## src/rtl/snac_input_mapper.sv

```systemverilog
`default_nettype none
// ============================================================================
//  Module      : snac_input_mapper
//  Description : Maps raw Pocket-layout controller buttons onto Neo Geo player
//                words. Provides input synchronisation, per-axis opposing
//                direction (SOCD) resolution, frame-locked autofire and a
//                frame-aligned player 0/1 swap.
//  Revision    : 1.0 - initial release
// ============================================================================
module snac_input_mapper #(
    parameter int NUM_PLAYERS = 2,
    parameter int OUT_W       = 16,
    parameter int AF_FRAMES   = 4
) (
    input  logic                         i_clk,
    input  logic                         i_rst,
    input  logic                         i_vsync,
    input  logic [16*NUM_PLAYERS-1:0]    i_btn,
    input  logic [1:0]                   i_socd_mode,
    input  logic [4*NUM_PLAYERS-1:0]     i_af_mask,
    input  logic                         i_swap,
    output logic [OUT_W*NUM_PLAYERS-1:0] o_player,
    output logic                         o_frame
);

    localparam int         BTN_W   = 16 * NUM_PLAYERS;
    localparam logic [7:0] AF_LAST = 8'(AF_FRAMES - 1);

    // SOCD policies; any other encoding resolves to neutral
    localparam logic [1:0] SOCD_PASS      = 2'd0;
    localparam logic [1:0] SOCD_LAST_WINS = 2'd2;

    logic [BTN_W-1:0]             btn_meta;
    logic [BTN_W-1:0]             btn_sync;
    logic [4*NUM_PLAYERS-1:0]     dir_prev;

    logic                         vs_meta;
    logic                         vs_sync;
    logic                         vs_prev;
    logic                         vs_valid_0;
    logic                         vs_valid_1;
    logic                         vs_armed;

    logic [7:0]                   frame_cnt;
    logic                         af_phase;
    logic                         swap_q;

    logic [OUT_W*NUM_PLAYERS-1:0] mapped;
    logic [OUT_W*NUM_PLAYERS-1:0] player_next;

    // Resolve one axis. Returns {last_next, tie_next, neg_out, pos_out}.
    // last = 1 means the positive-side button (right/down) rose most recently;
    // tie = both sides rose together and are still both held.
    function automatic logic [3:0] resolve_axis(
        input logic       neg,
        input logic       pos,
        input logic       neg_was,
        input logic       pos_was,
        input logic       last,
        input logic       tie,
        input logic [1:0] mode
    );
        logic rise_n;
        logic rise_p;
        logic last_n;
        logic tie_n;
        logic neg_o;
        logic pos_o;
        rise_n = neg & ~neg_was;
        rise_p = pos & ~pos_was;
        last_n = last;
        tie_n  = tie;
        if (rise_n && rise_p) begin
            tie_n = 1'b1;
        end else if (rise_p) begin
            last_n = 1'b1;
            tie_n  = 1'b0;
        end else if (rise_n) begin
            last_n = 1'b0;
            tie_n  = 1'b0;
        end else if (!(neg && pos)) begin
            tie_n = 1'b0;
        end
        neg_o = neg;
        pos_o = pos;
        if (neg && pos) begin
            if (mode == SOCD_PASS) begin
                neg_o = 1'b1;
                pos_o = 1'b1;
            end else if (mode == SOCD_LAST_WINS && !tie_n) begin
                neg_o = ~last_n;
                pos_o = last_n;
            end else begin
                neg_o = 1'b0;
                pos_o = 1'b0;
            end
        end
        return {last_n, tie_n, neg_o, pos_o};
    endfunction

    // Two-flop button synchroniser plus a copy of the direction bits for rise detection
    always_ff @(posedge i_clk or posedge i_rst) begin
        if (i_rst) begin
            btn_meta <= '0;
            btn_sync <= '0;
            dir_prev <= '0;
        end else begin
            btn_meta <= i_btn;
            btn_sync <= btn_meta;
            for (int p = 0; p < NUM_PLAYERS; p++) begin
                dir_prev[4*p +: 4] <= btn_sync[16*p +: 4];
            end
        end
    end

    // vsync synchroniser and rising-edge detector; a rise only counts once a
    // genuine low level has been seen since reset, so a vsync held high
    // across reset release does not produce a frame pulse
    always_ff @(posedge i_clk or posedge i_rst) begin
        if (i_rst) begin
            vs_meta    <= 1'b0;
            vs_sync    <= 1'b0;
            vs_prev    <= 1'b0;
            vs_valid_0 <= 1'b0;
            vs_valid_1 <= 1'b0;
            vs_armed   <= 1'b0;
            o_frame    <= 1'b0;
        end else begin
            vs_meta    <= i_vsync;
            vs_sync    <= vs_meta;
            vs_prev    <= vs_sync;
            vs_valid_0 <= 1'b1;
            vs_valid_1 <= vs_valid_0;
            vs_armed   <= vs_armed | (vs_valid_1 & ~vs_sync);
            o_frame    <= vs_armed & vs_sync & ~vs_prev;
        end
    end

    // Frame counter with autofire phase toggle on every wrap
    always_ff @(posedge i_clk or posedge i_rst) begin
        if (i_rst) begin
            frame_cnt <= 8'd0;
            af_phase  <= 1'b1;
        end else if (o_frame) begin
            if (frame_cnt == AF_LAST) begin
                frame_cnt <= 8'd0;
                af_phase  <= ~af_phase;
            end else begin
                frame_cnt <= frame_cnt + 8'd1;
            end
        end
    end

    // Swap request only takes effect on frame boundaries
    always_ff @(posedge i_clk or posedge i_rst) begin
        if (i_rst) begin
            swap_q <= 1'b0;
        end else if (o_frame) begin
            swap_q <= i_swap;
        end
    end

    generate
        for (genvar p = 0; p < NUM_PLAYERS; p++) begin : g_player
            logic [15:0]      raw;
            logic [3:0]       raw_was;
            logic [3:0]       af_mask;
            logic             last_h;
            logic             tie_h;
            logic             last_v;
            logic             tie_v;
            logic [3:0]       res_h;
            logic [3:0]       res_v;
            logic [OUT_W-1:0] word;
            logic             unused_bits;

            assign raw         = btn_sync[16*p +: 16];
            assign raw_was     = dir_prev[4*p +: 4];
            assign af_mask     = i_af_mask[4*p +: 4];
            assign unused_bits = ^raw[13:8];

            // Horizontal axis: left (raw 2) vs right (raw 3); vertical: up (raw 0) vs down (raw 1)
            always_comb begin
                res_h = resolve_axis(raw[2], raw[3], raw_was[2], raw_was[3],
                                     last_h, tie_h, i_socd_mode);
                res_v = resolve_axis(raw[0], raw[1], raw_was[0], raw_was[1],
                                     last_v, tie_v, i_socd_mode);
            end

            // Last-pressed and tie state per axis, tracked in every SOCD mode
            always_ff @(posedge i_clk or posedge i_rst) begin
                if (i_rst) begin
                    last_h <= 1'b0;
                    tie_h  <= 1'b0;
                    last_v <= 1'b0;
                    tie_v  <= 1'b0;
                end else begin
                    last_h <= res_h[3];
                    tie_h  <= res_h[2];
                    last_v <= res_v[3];
                    tie_v  <= res_v[2];
                end
            end

            // Assemble the Neo Geo word; masked face buttons are gated by the autofire phase
            always_comb begin
                word      = '0;
                word[0]   = res_h[0];
                word[1]   = res_h[1];
                word[2]   = res_v[0];
                word[3]   = res_v[1];
                word[7:4] = raw[7:4] & (~af_mask | {4{af_phase}});
                word[8]   = raw[15];
                word[9]   = raw[14];
            end

            assign mapped[OUT_W*p +: OUT_W] = word;
        end

        if (NUM_PLAYERS >= 2) begin : g_swap
            // Exchange channels 0 and 1 when the frame-aligned swap is active
            always_comb begin
                player_next = mapped;
                if (swap_q) begin
                    player_next[OUT_W-1:0]       = mapped[2*OUT_W-1:OUT_W];
                    player_next[2*OUT_W-1:OUT_W] = mapped[OUT_W-1:0];
                end
            end
        end else begin : g_no_swap
            logic unused_swap;
            assign unused_swap = swap_q;
            assign player_next = mapped;
        end
    endgenerate

    // Registered player outputs
    always_ff @(posedge i_clk or posedge i_rst) begin
        if (i_rst) begin
            o_player <= '0;
        end else begin
            o_player <= player_next;
        end
    end

endmodule
`default_nettype wire
```

## config.mk

```make
export PLATFORM = sky130hd
export DESIGN_NAME = snac_input_mapper
export DESIGN_NICKNAME = d
export VERILOG_FILES = /design/src/rtl/snac_input_mapper.sv
export SDC_FILE = /design/constraint.sdc
export NUM_CORES = 1
export LEC_CHECK = 0
export BUFFER_PORTS_ARGS = -buffer_cell sky130_fd_sc_hd__buf_2
export CORE_MARGIN = 4
export CORE_UTILIZATION = 25
export CTS_BUF_LIST = sky130_fd_sc_hd__clkbuf_4
export CTS_CLUSTER_DIAMETER = 40
export DETAILED_ROUTE_END_ITERATION = 6
export GPL_ROUTABILITY_DRIVEN = 0
export SYNTH_ARGS = -nofsm -noshare
export SYNTH_HDL_FRONTEND = slang
export SYNTH_SLANG_ARGS = --single-unit
```

## constraint.sdc

```tcl
create_clock -name i_clk -period 5.46 [get_ports i_clk]
set_clock_uncertainty 0.1 [all_clocks]
set_input_delay 1.365 -clock i_clk [delete_from_list [all_inputs] [get_ports i_clk]]
set_output_delay 1.365 -clock i_clk [all_outputs]
set_load 0.02 [all_outputs]
```

Yosys cells after proc, flatten, opt, wreduce, memory -nomap -nowiden
Cells that the tools add are included.
W data, S select, Z words.
- output and inout bits: 33
- register bits after elaboration: 129
- word-level logic and storage cells: 130
- input bits: 46
- $add $sub $neg: 1
- mux-type cells: 54
- equality and inequality tests: 2
- bitwise operators: 33
- reductions and logical operators: 18
- operators with widths (operator ; number):
    $mux W1 ; 52
    $mux W26 ; 1
    $not A1 Y1 ; 15
    $logic_and A1 B1 Y1 ; 12
    $and A1 B1 Y1 ; 11
    $add A8 B1 Y8 const B ; 1
    $and A4 B4 Y4 ; 2
    $eq A8 B2 Y1 const B ; 1
    $mux W8 ; 1
    $not A4 Y4 ; 2
    $or A4 B4 Y4 ; 2
    $logic_not A1 Y1 ; 4
    $eq A2 B2 Y1 const B ; 1
    $logic_not A2 Y1 ; 1
    $reduce_and A2 Y1 ; 1
    $or A1 B1 Y1 ; 1

Longest topological paths before layout
- depth in word-level cells: 11
- mapped depth: 5
- depth with buffers taken out: 4

Worst setup path after synthesis
OpenSTA, ideal clock, no wires.
- kind: input to register
- start point: input i_socd_mode[0]
- end point: register o_player[18]
- data required time: 5.276 ns
- path slack: 3.113 ns
- path buffers: 1
- cell stages on the path: 5
- library setup time: 0.084 ns
- data arrival time: 2.163 ns
- cells stage by stage: clkbuf_1 or2_2 a21boi_0 a41oi_1 o21ai_0
- longest elaborated chain between the ends: 6
- elaborated cells between the ends (all ways): 11
- those cells by class: eq/ne (1); mux (7); reduce/logical (3)
- RTL lines (what ; RTL line ; text):
    start: declaration ; 19 ; input logic [1:0] i_socd_mode,
    $eq A2 B2 Y1 ; 90 ; end else if (mode == SOCD_LAST_WINS && !tie_n) begin
    $logic_and A1 B1 Y1 ; 90 ;
    $mux W1 ; 90 ;
    $mux W1 ; 87 ; if (mode == SOCD_PASS) begin
    $mux W1 ; 86 ; if (neg && pos) begin
    $mux W26 (*) ; 224 ; if (swap_q) begin
    named net player_next[18] ; 49 ; logic [OUT_W*NUM_PLAYERS-1:0] player_next;
    end signal: assignment ; 241 ; o_player <= player_next;
    end: declaration ; 22 ; output logic [OUT_W*NUM_PLAYERS-1:0] o_player,
The timed path passes the listed nets; every way through them passes the cells marked *.
A chain may end at the register's enable or synchronous reset.

Final worst setup path
- start point: register o_frame
- end point: output o_frame
- RTL lines (what ; RTL line ; text):
    start: declaration ; 23 ; output logic o_frame
    start signal: assignment ; 135 ; o_frame <= vs_armed & vs_sync & ~vs_prev;
No word-level cell between the ends.

==> flow_metrics.tcl <==
set metrics [dict create \
    fillerInstances 1304 \
    setup_tns_ns 0 \
    initial_utilization_pct 25.9 \
    synthesis.area_um2 3310 \
    max-cap-violations 0 \
    top_usage_layer "met2" \
    avgRoutedWirePerCell_um 12.2 \
    post_cts.resized_instances 0 \
    path_delay_family "flip-flops" \
    avgViaCountPerCell 3.99 \
    diodes 0 \
    total_of_endpoints_with_negative_setup_slack_in_the_final_report 0 \
    most_frequent_cells_in_the_layout "sky130_fd_sc_hd__dfrtp_1, sky130_fd_sc_hd__buf_2, sky130_fd_sc_hd__o21ai_0" \
    synth_top_cell_area_share_pct 69.5 \
    initial_antenna_violation_count 2 \
    power.static_leakage_nw 1.84 \
    placed_cell_area_um2 3740 \
    critPathLaunch "o_frame" \
    design_power_total_w 0.00140 \
    slew_violations 0 \
    numPortBuffers 54 \
    postRouteWirelength_um 5890 \
    irDropWorstVdd_mv 0.170 \
    drive_above_1_share_pct 26.9 \
    power_frac_comb_pct 15.3 \
    buffer_cell_driving_the_clock_tree_root "sky130_fd_sc_hd__clkbuf_4" \
    hpwlAfterDp_um 4040 \
    postLayoutCellArea_um2 3880 \
    final_hold_viol_count 0 \
    die-width_um 123 \
    worst_setup_hold_path_clk_slew_ns 0.13 \
    power_switching_share_pct 29.3 \
    worst_setup_end_kind "output port" \
    die_y_um 123 \
    worst_pin_slew_ns 0.587 \
    max-slew-margin-rel_pct 60.9 \
    worst_ep_arrival_time_ns 1.22 \
    synth.avg_cell_area_um2 13.5 \
    p_r_area_growth_vs_syn_pct 17.0 \
    min_period_ns 2.68 \
    worst-path-max-fanout 9 \
    dp_worst_setup_slack_ns 2.80 \
    cts_made_buffers 9 \
    synth.top_cells.by_area "sky130_fd_sc_hd__dfrtp_1, sky130_fd_sc_hd__o21ai_0, sky130_fd_sc_hd__mux2i_1" \
    switching_power_of_the_nets_w 0.000409 \
    run_status "complete, no violations" \
    dr.pass1.iters 4 \
    synth.area.mux_share_pct 4.72 \
    global_route.usage.met1_pct 10.6 \
    num_rows 41 \
    power.density_cell_area_nw_per_um2 361 \
    worst_path_max_delay_cell "sky130_fd_sc_hd__dfrtp_1" \
    synth-xor-area-share_pct 2.11 \
    crit-reg2reg-launch "frame_cnt[4]" \
    distinct_cell_type_count_after_synthesis 35 \
    synth-compound-area-share_pct 8.50 \
    number_of_register_bits_inferred_by_synthesis 93 \
    crit_buf_inv 1 \
    worst_hold_startpoint "vs_meta" \
    post_synth_and_or_nand_nor_area_fraction_pct 7.59 \
    clockBufferDepth 2 \
    gr-usage-met3_pct 4.71 \
    die_area_um2 15200 \
    critical_path_required_ns 3.99 \
    num_io_pins 79 \
    cts_hold_buf 0 \
    drtIter0Drc 110 \
    timing.final.ws_setup_ns 2.78 \
    ys.warnings.count 0 \
    worstSkewPairLatency_ns 0.45 \
    global_route_wire_length_before_repair_um 10000 \
    worstSetupStartpointType "register" \
    synth_area_leader_cell "sky130_fd_sc_hd__dfrtp_1" \
    min_period_over_period_pct 49.1 \
    post-cts-setup-buffer-count 0 \
    clkPwrFrac_pct 26.1 \
    worstSetupPathType "register to output port" \
    tritoncts "built" \
    leading_cell_type_in_the_layout_fill_and_taps_excluded "sky130_fd_sc_hd__dfrtp_1" \
    synthCells 245 \
    grt_use_met2_pct 13.5 \
    synth-adder-area-share_pct 1.59 \
    grt.overflow.total 0 \
    cts_htree_levels 3 \
    core_um2 12800 \
    fmax_ghz 0.373 \
    grt_max_degree 49 \
    main_combinational_cell_family_by_area_after_synthesis "compound AO/OA/AOI/OAI gates" \
    cts_num_sinks 93 \
    rsz_0062_raised_after_global_routing "no" \
    drtAntennaViolNets 0 \
    remaining_drc_errors 0 \
    intPower_w 0.000989 \
    final_nets 352 \
    cp_cell_sequence "buf_2" \
    synth-seq-area-share_pct 70.3 \
    seq_power_share_pct 58.6 \
    hp-class "register to register" \
    vias 1919 \
    grtUsageTotal_pct 8.89 \
    final_cell_count_no_fill 481 \
    place.detailed.instances 466 \
    number_of_global_route_vias_before_repair 2034 \
    slowest_delay_ns 0.54 \
]
==> kinds of logic after synthesis <==
family                     Yosys count
other                                2
xor gates and xnor gates             8
muxes                               15
adders and majority gates            5
DFF                                 93
buffers and inverters               32
and+or+nand+nor                     44
AOI/OAI and AO/OA                   46
==> registers in the layout, summed over array words and instances (netlist names) <==
signal,count
g_player.last_h,2
o_frame,1
btn_sync,20
dir_prev,8
g_player.tie_v,2
btn_meta,20
frame_cnt,8
vs_valid_1,1
vs_valid_0,1
swap_q,1
vs_sync,1
vs_meta,1
g_player.tie_h,2
af_phase,1
o_player,20
vs_prev,1
g_player.last_v,2
vs_armed,1
==> per-layer routing <==
metal / up-vias / share of wire (%) / wire (um)
li1: 921 / - / -
met1: 925 / 43 / 2530
met2: 58 / 47 / 2750
met3: 11 / 8.4 / 493
met4: 4 / 1.5 / 91
met5: - / 0.46 / 27
==> Yosys cell counts, drive strengths merged <==
master	instances
nor2b	4
a21oi	3
xor2	4
and3	5
dfstp	1
clkbuf	6
conb	2
a31o	1
nand2	12
a22oi	3
or4	1
o21ai	24
a2bb2oi	3
ha	1
or2	1
nand2b	6
o22ai	2
a21boi	3
mux2	5
nand3b	2
a41oi	1
dfrtp	92
mux2i	10
nand3	4
buf	12
nor2	5
nand4	3
a21o	1
nor4	1
o211ai	4
xnor2	4
o21a	1
inv	14
maj3	4
==> final cells by class <==
cell class              instances  area (um^2)  area share (%)
clock buffers                   9         67.6            1.74
clock inverters                 6         63.8            1.65
inverters                      14         55.1            1.42
multi-input cells             131          861            22.2
flip-flops and latches         93         2330            60.1
well taps                     172          215            5.55
repair buffers                 56          285            7.36
==> path summary, 6_finish.rpt <==
path,endpoint,slack (ns),cells after the start
min in group asynchronous,btn_sync[15],0.86,2
min,vs_sync,0.26,0
min reg2reg,vs_sync,0.26,0
max,o_frame,2.78,1
max reg2reg,af_phase,3.91,3
max in group asynchronous,frame_cnt[3],3.37,3
==> power groups by stage <==
stage	clock (W)	sequential [W]	combinational, W
after floorplan	0	0.000850	0.000131
after global placement	0	0.000832	0.000215
after detailed placement	0	0.000836	0.000220
after CTS	0.000391	0.000823	0.000220
after global routing	0.000422	0.000833	0.000238
final	0.000365	0.000820	0.000214
==> metrics by stage <==
stage / hold WS [ns] / util (%)
2_1_floorplan: 0.231 / -
3_3_place_gp: 0.232 / 29.3
3_5_place_dp: 0.235 / 29.3
4_1_cts: 0.250 / 30.3
5_1_grt: 0.255 / 30.3
6_report: 0.256 / 30.3
No activity file was read; power rests on OpenSTA's default activity.
